File: src/rtl/seven_segment_reader.sv
// Seven-segment readback monitor: samples the multiplexed anode/segment drive, debounces each
// digit dwell and reconstructs the displayed 4-digit decimal value frame by frame.
module seven_segment_reader #(
  parameter int unsigned SETTLE_CYCLES  = 4,
  parameter int unsigned TIMEOUT_CYCLES = 2097152
) (
  input  logic        clk,
  input  logic        reset,
  input  logic [3:0]  anode_sel,
  input  logic [6:0]  led_out,
  output logic [15:0] digits,
  output logic [13:0] value,
  output logic [3:0]  blank_mask,
  output logic        frame_valid,
  output logic        changed,
  output logic        seg_err,
  output logic        stale
);

  localparam int unsigned SW = $clog2(SETTLE_CYCLES + 1);
  localparam int unsigned TW = $clog2(TIMEOUT_CYCLES + 1);
  localparam logic [SW-1:0] SettleMax  = SW'(SETTLE_CYCLES);
  localparam logic [TW-1:0] TimeoutMax = TW'(TIMEOUT_CYCLES);

  typedef enum logic [0:0] {StCollect, StPublish} state_e;

  state_e st_q, st_d;

  logic [10:0]      samp_q;
  logic             samp_chg;
  logic [SW-1:0]    stab_q, stab_d;
  logic             held_q, held_d;
  logic [TW-1:0]    tcnt_q, tcnt_d;

  logic [3:0]       coll_q, coll_d;
  logic [3:0]       slot_err_q, slot_err_d;
  logic [3:0]       slot_blank_q, slot_blank_d;
  logic [3:0][3:0]  slot_q, slot_d;

  logic [15:0]      digits_q, digits_d;
  logic [13:0]      value_q, value_d;
  logic [3:0]       blank_q, blank_d;
  logic             fv_q, fv_d;
  logic             chg_q, chg_d;
  logic             serr_q, serr_d;

  logic [3:0]       samp_an;
  logic [6:0]       samp_seg;
  logic [1:0]       cap_idx;
  logic             an_valid;
  logic             cap_en;
  logic [3:0]       dec_digit;
  logic             dec_blank;
  logic             dec_err;
  logic [13:0]      value_calc;

  assign samp_an  = samp_q[10:7];
  assign samp_seg = samp_q[6:0];
  assign samp_chg = ({anode_sel, led_out} != samp_q);

  // Stability counter restarts at 1 whenever the sample changes; held_q marks that the
  // current dwell has already produced its single capture.
  always_comb begin
    stab_d = stab_q;
    held_d = held_q;
    if (samp_chg) begin
      stab_d = SW'(1);
      held_d = 1'b0;
    end else begin
      if (stab_q != SettleMax) stab_d = stab_q + SW'(1);
      held_d = (stab_q == SettleMax);
    end
  end

  // Only a single low anode bit selects a digit; everything else is ignored.
  always_comb begin
    cap_idx  = 2'd0;
    an_valid = 1'b1;
    case (samp_an)
      4'b1110: cap_idx = 2'd0;
      4'b1101: cap_idx = 2'd1;
      4'b1011: cap_idx = 2'd2;
      4'b0111: cap_idx = 2'd3;
      default: an_valid = 1'b0;
    endcase
  end

  assign cap_en = (stab_q == SettleMax) && !held_q && an_valid;

  always_comb begin
    dec_digit = 4'd0;
    dec_blank = 1'b0;
    dec_err   = 1'b0;
    case (samp_seg)
      7'b0000001: dec_digit = 4'd0;
      7'b1001111: dec_digit = 4'd1;
      7'b0010010: dec_digit = 4'd2;
      7'b0000110: dec_digit = 4'd3;
      7'b1001100: dec_digit = 4'd4;
      7'b0100100: dec_digit = 4'd5;
      7'b0100000: dec_digit = 4'd6;
      7'b0001111: dec_digit = 4'd7;
      7'b0000000: dec_digit = 4'd8;
      7'b0000100: dec_digit = 4'd9;
      7'b1111111: dec_blank = 1'b1;
      default:    dec_err   = 1'b1;
    endcase
  end

  assign value_calc = 14'(slot_q[3]) * 14'd1000 + 14'(slot_q[2]) * 14'd100
                    + 14'(slot_q[1]) * 14'd10 + 14'(slot_q[0]);

  always_comb begin
    st_d         = st_q;
    coll_d       = coll_q;
    slot_err_d   = slot_err_q;
    slot_blank_d = slot_blank_q;
    slot_d       = slot_q;
    digits_d     = digits_q;
    value_d      = value_q;
    blank_d      = blank_q;
    fv_d         = 1'b0;
    chg_d        = 1'b0;
    serr_d       = 1'b0;

    case (st_q)
      StCollect: begin
        if (coll_q == 4'hf) begin
          st_d = StPublish;
          fv_d = 1'b1;
          if (|slot_err_q) begin
            serr_d = 1'b1;
          end else begin
            digits_d = slot_q;
            value_d  = value_calc;
            blank_d  = slot_blank_q;
            chg_d    = (value_calc != value_q);
          end
        end
      end
      StPublish: begin
        st_d       = StCollect;
        coll_d     = 4'h0;
        slot_err_d = 4'h0;
      end
      default: st_d = StCollect;
    endcase

    // Applied after the PUBLISH clear so a coincident capture lands in the new frame.
    if (cap_en) begin
      coll_d[cap_idx]       = 1'b1;
      slot_d[cap_idx]       = dec_digit;
      slot_err_d[cap_idx]   = dec_err;
      slot_blank_d[cap_idx] = dec_blank;
    end
  end

  always_comb begin
    tcnt_d = tcnt_q;
    if (fv_q) begin
      tcnt_d = '0;
    end else if (tcnt_q != TimeoutMax) begin
      tcnt_d = tcnt_q + TW'(1);
    end
  end

  always_ff @(posedge clk or negedge reset) begin
    if (!reset) begin
      samp_q       <= '1;
      stab_q       <= '0;
      held_q       <= 1'b0;
      tcnt_q       <= '0;
      st_q         <= StCollect;
      coll_q       <= '0;
      slot_err_q   <= '0;
      slot_blank_q <= '0;
      slot_q       <= '0;
      digits_q     <= '0;
      value_q      <= '0;
      blank_q      <= '0;
      fv_q         <= 1'b0;
      chg_q        <= 1'b0;
      serr_q       <= 1'b0;
    end else begin
      samp_q       <= {anode_sel, led_out};
      stab_q       <= stab_d;
      held_q       <= held_d;
      tcnt_q       <= tcnt_d;
      st_q         <= st_d;
      coll_q       <= coll_d;
      slot_err_q   <= slot_err_d;
      slot_blank_q <= slot_blank_d;
      slot_q       <= slot_d;
      digits_q     <= digits_d;
      value_q      <= value_d;
      blank_q      <= blank_d;
      fv_q         <= fv_d;
      chg_q        <= chg_d;
      serr_q       <= serr_d;
    end
  end

  assign digits      = digits_q;
  assign value       = value_q;
  assign blank_mask  = blank_q;
  assign frame_valid = fv_q;
  assign changed     = chg_q;
  assign seg_err     = serr_q;
  assign stale       = (tcnt_q == TimeoutMax);

endmodule
File: config.mk
export PLATFORM = sky130hd
export DESIGN_NAME = seven_segment_reader
export DESIGN_NICKNAME = d
export VERILOG_FILES = /design/src/rtl/seven_segment_reader.sv
export SDC_FILE = /design/constraint.sdc
export NUM_CORES = 1
export LEC_CHECK = 0
export ABC_AREA = 1
export BUFFER_PORTS_ARGS = -buffer_cell sky130_fd_sc_hd__buf_2
export CORE_UTILIZATION = 65
export CTS_CLUSTER_SIZE = 14
export DETAILED_ROUTE_END_ITERATION = 6
export PLACE_DENSITY = 0.85
export SLEW_MARGIN = 20
export SYNTH_ARGS = -nofsm -noshare
export SYNTH_HDL_FRONTEND = slang
export SYNTH_SLANG_ARGS = --single-unit
File: constraint.sdc
create_clock -name clk -period 7.05 [get_ports clk]
set_input_delay 0.705 -clock clk [delete_from_list [all_inputs] [get_ports clk]]
set_output_delay 0.705 -clock clk [all_outputs]
set_load 0.01 [all_outputs]
# ---- Word-level counts from Yosys, hierarchy flattened
# Cells that the tools add are included.
dict set report word_totals {
  out_inout_bits 38
  in_bits 13
  word_cells 93
  regBits 103
}
dict set report op_classes {
  n_addsub 5
  n_mul 3
  muxes 30
  n_eq_ne 21
  n_bitwise 3
  magnitude_cmp 2
  n_reduce_logical 11
}
# cell count
set op_table {}
lappend op_table {{22-bit 2-to-1 mux} 2}
lappend op_table {{4-bit case mux with 9 select lines} 1}
lappend op_table {{22-bit by 1-bit adder with 22-bit output (second input constant)} 1}
lappend op_table {{22-bit == test (second input constant)} 1}
lappend op_table {{22-bit inequality test (second input constant)} 1}
lappend op_table {{7-bit == test (second input constant)} 3}
lappend op_table {{4-bit 2-to-1 mux} 5}
lappend op_table {{16-bit bitwise mux} 1}
lappend op_table {{4-bit == test (second input constant)} 4}
lappend op_table {{14-bit by 11-bit adder with 14-bit output} 1}
lappend op_table {{14-bit by 4-bit adder with 14-bit output} 1}
lappend op_table {{14-bit by 8-bit adder with 14-bit output} 1}
lappend op_table {{7-bit by 3-bit == test with 1-bit output (second input constant)} 2}
lappend op_table {{7-bit by 6-bit == test with 1-bit output (second input constant)} 2}
lappend op_table {{14-bit inequality test} 1}
lappend op_table {{1-bit 2-to-1 mux} 13}
lappend op_table {{4-bit by 7-bit multiplier with 11-bit output (second input constant)} 1}
lappend op_table {{11-bit inequality test} 1}
lappend op_table {{11-bit OR reduction} 1}
lappend op_table {{4-bit by 5-bit multiplier with 9-bit output (second input constant)} 1}
lappend op_table {{4-bit bitwise mux} 2}
lappend op_table {{4-bit demux with 2-bit select} 1}
lappend op_table {{4-bit OR reduction} 2}
lappend op_table {{7-bit by 1-bit == test with 1-bit output (second input constant)} 1}
lappend op_table {{other kinds (20)} 25}

# ---- Logic depth before layout (Yosys ltp)
dict set report logic_depth {
  depth_word 8
  ltp_mapped 24
  mapped_depth_nobuf 24
}

# ---- Worst setup path after synthesis
# No wires, ideal clock.
dict set report synth_path {
  path_kind {register to register}
  start {register slot_q[14] (netlist name)}
  end {register chg_q, in the netlist changed}
  path_stages_with_launch 25
  required_ns 6.922
  n_path_buf 0
  setup_time_ns 0.128
  path_slack_ns 2.904
  arrival_ns 4.018
  path_cell_list {dfrtp_1 > fa_1 > inv_1 > fa_1 > inv_1 > ha_1 > inv_1 > nand2_1 > nand2_1 > xor2_1 > ha_1 > ha_1 > ha_1 > nand2_1 > inv_1 > a21oi_1 > nand2_1 > nand2_1 > nand2_1 > nand2_1 > nand2_1 > nor2_1 > nand3_1 > nor2_1 > nor2_1}
}
dict set report synth_between {
  elab_chain_len 8
}
# element line
set synth_lines {}
lappend synth_lines {{start: declaration} 38} ;# logic [3:0][3:0] slot_q, slot_d;
lappend synth_lines {{start signal: assignment} 193} ;# slot_q <= slot_d;
lappend synth_lines {{4-bit by 7-bit multiplier with 11-bit output} 110} ;# assign value_calc = 14'(slot_q[3]) * 14'd1000 + 14'(slot_q[2]) * 14'd100
lappend synth_lines {{14-bit by 11-bit adder with 14-bit output} 110}
lappend synth_lines {{14-bit by 8-bit adder with 14-bit output} 111} ;# + 14'(slot_q[1]) * 14'd10 + 14'(slot_q[0]);
lappend synth_lines {{14-bit by 4-bit adder with 14-bit output} 111}
lappend synth_lines {{14-bit inequality test} 137} ;# chg_d = (value_calc != value_q);
lappend synth_lines {{1-bit 2-to-1 mux} 131} ;# if (|slot_err_q) begin
lappend synth_lines {{1-bit 2-to-1 mux} 128} ;# if (coll_q == 4'hf) begin
lappend synth_lines {{1-bit 2-to-1 mux} 126} ;# case (st_q)
lappend synth_lines {{via chg_d} 44} ;# logic chg_q, chg_d;
lappend synth_lines {{end signal: assignment} 198} ;# chg_q <= chg_d;
lappend synth_lines {{end: declaration} 44}
# The timed path passes the listed nets, and every way through them passes these cells.
# A chain may end at the register's enable or synchronous reset.

# ---- Worst setup path after layout
# Same ends and word-level chain as after synthesis.

==> results.sh <==
export IMPL_outcome="completed"
export IMPL_diodes=0
export IMPL_place_inst=959
export IMPL_chipWidth_microns=102
export IMPL_vias_per_cell=5.57
export IMPL_leakagePower_nw=3.91
export IMPL_numPortBuffers=50
export IMPL_worst_slew_pin_slew_ns=1.04
export IMPL_post_dp_cell_area_sq_um=6880
export IMPL_path_clk_slew_ns=0.10
export IMPL_numCtsBuffers=9
export IMPL_cts_tree="built"
export IMPL_coreArea_sq_um=9730
export IMPL_synthDistinctLibCells=43
export IMPL_final_setup_skew_ns=0.00804
export IMPL_cts_htree_levels=3
export IMPL_antenna_found_initial=0
export IMPL_synth_top_cell_area_share=0.346
export IMPL_clkPwrFrac=0.406
export IMPL_ant_nets=0
export IMPL_r2r_cells=23
export IMPL_yosysTopAreaCell="dfrtp_1"
export IMPL_gp_congestion=0.866
export IMPL_synthToLayoutAreaGrowth_pct=9.29
export IMPL_cts_sinks=101
export IMPL_grt_pass1_wl_microns=24300
export IMPL_cts_resized=0
export IMPL_cp_startpoint="slot_q[14]"
export IMPL_p_switching_uw=249
export IMPL_rows=36
export IMPL_vias=5431
export IMPL_power_density_nw_per_um2=147
export IMPL_instances_no_fill=975
export IMPL_post_cts_repair_setup_buffers=0
export IMPL_grt_start_max_net_pins=84
export IMPL_rr_startpoint="slot_q[14]"
export IMPL_synth_area_sq_um=6500
export IMPL_postSynthNetCount=870
export IMPL_r2r_slack_ns=2.53
export IMPL_route_final_wire_length_microns=14400
export IMPL_pwr_share_seq=0.563
export IMPL_worst_setup_path_type="flip-flop to flip-flop"
export IMPL_setup_viol=0
export IMPL_wire_per_inst_microns=14.8
export IMPL_min_path_type="input pin to asynchronous set/reset pin"
export IMPL_fin_nets=922
export IMPL_fin_crit_sh=0.641
export IMPL_critPathLaunchType="flip-flop"
export IMPL_drv_slew=0
export IMPL_grt_pass1_vias=5493
export IMPL_hold_buffers=0
export IMPL_worst_slack_ns=2.53
export IMPL_yosysWarnings=0
export IMPL_whs_ns=0.196
export IMPL_synthFlopType="dfrtp_1"
export IMPL_period_minus_slack_ns=4.52
export IMPL_design_area_sq_um=7110
export IMPL_clock_fmax_mhz=221
export IMPL_maxSlewHeadroom=0.304
export IMPL_swShare=0.237
export IMPL_grt_total_usage=0.303
export IMPL_vdd_drop_max_mv=0.144
export IMPL_cp_end_kind="flip-flop"
export IMPL_fin_util=0.730
export IMPL_crit_end="changed"
export IMPL_preCtsSetupSlack_ns=2.57
export IMPL_ys_ff_latch=101
export IMPL_fp_dieH_microns=102
export IMPL_die_area_sq_um=10400
export IMPL_async_reset_ff_frac=1.00
export IMPL_crit_required_ns=7.28
export IMPL_drive_gt1_frac=0.131
export IMPL_finalHoldViolCount=0
export IMPL_drv_cap=0
export IMPL_arrival_ns=4.75
export IMPL_synth_edff_count=0
export IMPL_drt_initial_drc_count=308
export IMPL_finalPower_mw=1.05
export IMPL_power_internal_uw=799
export IMPL_avgSynthCellArea_sq_um=8.28
export IMPL_ys_top_cells_by_area="dfrtp_1 (35%), ha_1 (11%), nand2_1 (10%)"
export IMPL_synth_seq_area_share=0.391
export IMPL_r2r_end="changed"
export IMPL_root_buffer="clkbuf_8"
export IMPL_clock_latency_ns=0.38
export IMPL_power_frac_comb=0.030
export IMPL_dr_pass1_iters=5
export IMPL_grt_overflow_total=0
export IMPL_io_pins=51
export IMPL_dpl_hpwl_microns=10400
export IMPL_drc_errors=0
export IMPL_setup_tns_ns=0
export IMPL_cts_max_path_buffers=2
export IMPL_grt_setup_unrepaired="no"
export IMPL_syn_inst=785
export IMPL_start_util=0.668
export IMPL_cp_max_fo=6
-- how the worst min path moves through the flow --
stage	slack (ns)	from	endpoint	depth (start not counted)
CTS	0.20	reset	digits[10]	1
global route	0.21	reset	value[9]	1
floorplan	0.41	reset	blank_mask[0]	0
global placement	0.46	digits[10]	digits[10]	2
finish	0.20	reset	digits[10]	1
detailed placement	0.47	digits[3]	digits[3]	2
-- Yosys cell counts (2+ instances only) --
| cell | number |
|---|---|
| clkbuf_1 | 5 |
| o21ai_0 | 61 |
| nand4_1 | 9 |
| nor3_2 | 4 |
| nand2_2 | 3 |
| dfstp_2 | 11 |
| inv_2 | 7 |
| a21oi_1 | 22 |
| nand2_1 | 178 |
| inv_1 | 117 |
| buf_2 | 3 |
| ha_1 | 55 |
| xnor2_1 | 10 |
| nor3_1 | 21 |
| mux2_2 | 2 |
| xor2_1 | 14 |
| dfrtp_1 | 90 |
| nor2_1 | 49 |
| nor4_1 | 7 |
| a31oi_1 | 2 |
| or2_2 | 2 |
| o21ai_1 | 5 |
| fa_1 | 17 |
| nor4_4 | 2 |
| nor2_4 | 3 |
| nand3_1 | 58 |
| nand3b_1 | 8 |
| mux2_4 | 3 |
| and3_1 | 2 |
| a211oi_1 | 2 |
-- layer usage --
| layer | vias up | track usage | wire, microns |
|---|---|---|---|
| met4 | 0 | 0.167 | 523 |
| li1 | 2644 | - | - |
| met2 | 179 | 0.544 | 7540 |
| met1 | 2557 | 0.348 | 5810 |
| met3 | 51 | 0.0458 | 549 |
| met5 | - | 0 | 0 |
-- worst max-delay path, stage by stage, from the launching register on --
cell and delay (ns):
dfrtp_1 0.48, fa_1 0.61, inv_1 0.11, fa_1 0.51, inv_1 0.05, ha_1 0.32
nand3_1 0.12, nand2_1 0.09, nand2_1 0.06, nand2_1 0.06, inv_1 0.04, ha_1 0.29
ha_1 0.30, ha_1 0.36, nand2_1 0.11, a21oi_1 0.07, nor2_1 0.10, nand3_1 0.16
inv_1 0.12, nand3_1 0.10, nand3b_1 0.09, nand3_1 0.07, nor2_1 0.10, nor2_1 0.05
-- area by class of cell --
class	instances	area, sq um
Tap cell	133	166
Multi-Input combinational cell	549	3440
Sequential cell	101	2540
Clock buffer	9	124
Clock inverter	7	103
Inverter	125	469
Fill cell	758	2620
Timing Repair Buffer	51	264
-- power groups by stage --
| stage | Combinational [mW] | Sequential [mW] | Clock (mW) |
|---|---|---|---|
| 2_1_floorplan | 0.0133 | 0.600 | 0 |
| 3_3_place_gp | 0.0304 | 0.601 | 0 |
| 3_5_place_dp | 0.0320 | 0.601 | 0 |
| 4_1_cts | 0.0323 | 0.590 | 0.429 |
| 5_1_grt | 0.0366 | 0.591 | 0.453 |
| 6_report | 0.0317 | 0.590 | 0.426 |
-- registers in the layout, summed over array words and instances, names as in the netlist, 11 cells and up --
signal,flops
tcnt_q,22
samp_q,11
slot_q,16
digits,16
value,13
-- cells in the final DEF (no fill, tap or decap), types with 3 or more instances in the layout --
master    synthesis  final
nor4_1            7      7
nand3b_1          8      8
o21ai_0          61     61
clkbuf_8          0      9
mux2_4            3      3
o21ai_1           5      5
dfrtp_1          90     90
xor2_1           14     14
xnor2_1          10     10
nand2_2           3      3
a21oi_1          22     22
ha_1             55     55
buf_2             3     49
dfstp_2          11     11
nor2_4            3      3
nand2_1         178    178
fa_1             17     17
nor3_2            4      4
inv_2             7      7
nand3_1          58     58
inv_1           117    117
nand4_1           9      9
nor2_1           49     49
nor3_1           21     21
-- cell families after synthesis --
kind of cell | after synthesis | share of synthesized area
simple gates | 350 | 0.246
buf+inv | 135 | 0.0802
flops | 101 | 0.391
compound gates | 98 | 0.0818
fa+ha+maj | 72 | 0.158
xor+xnor | 24 | 0.0323
mux | 5 | 0.0104
Power figures use the tool's default switching activity.
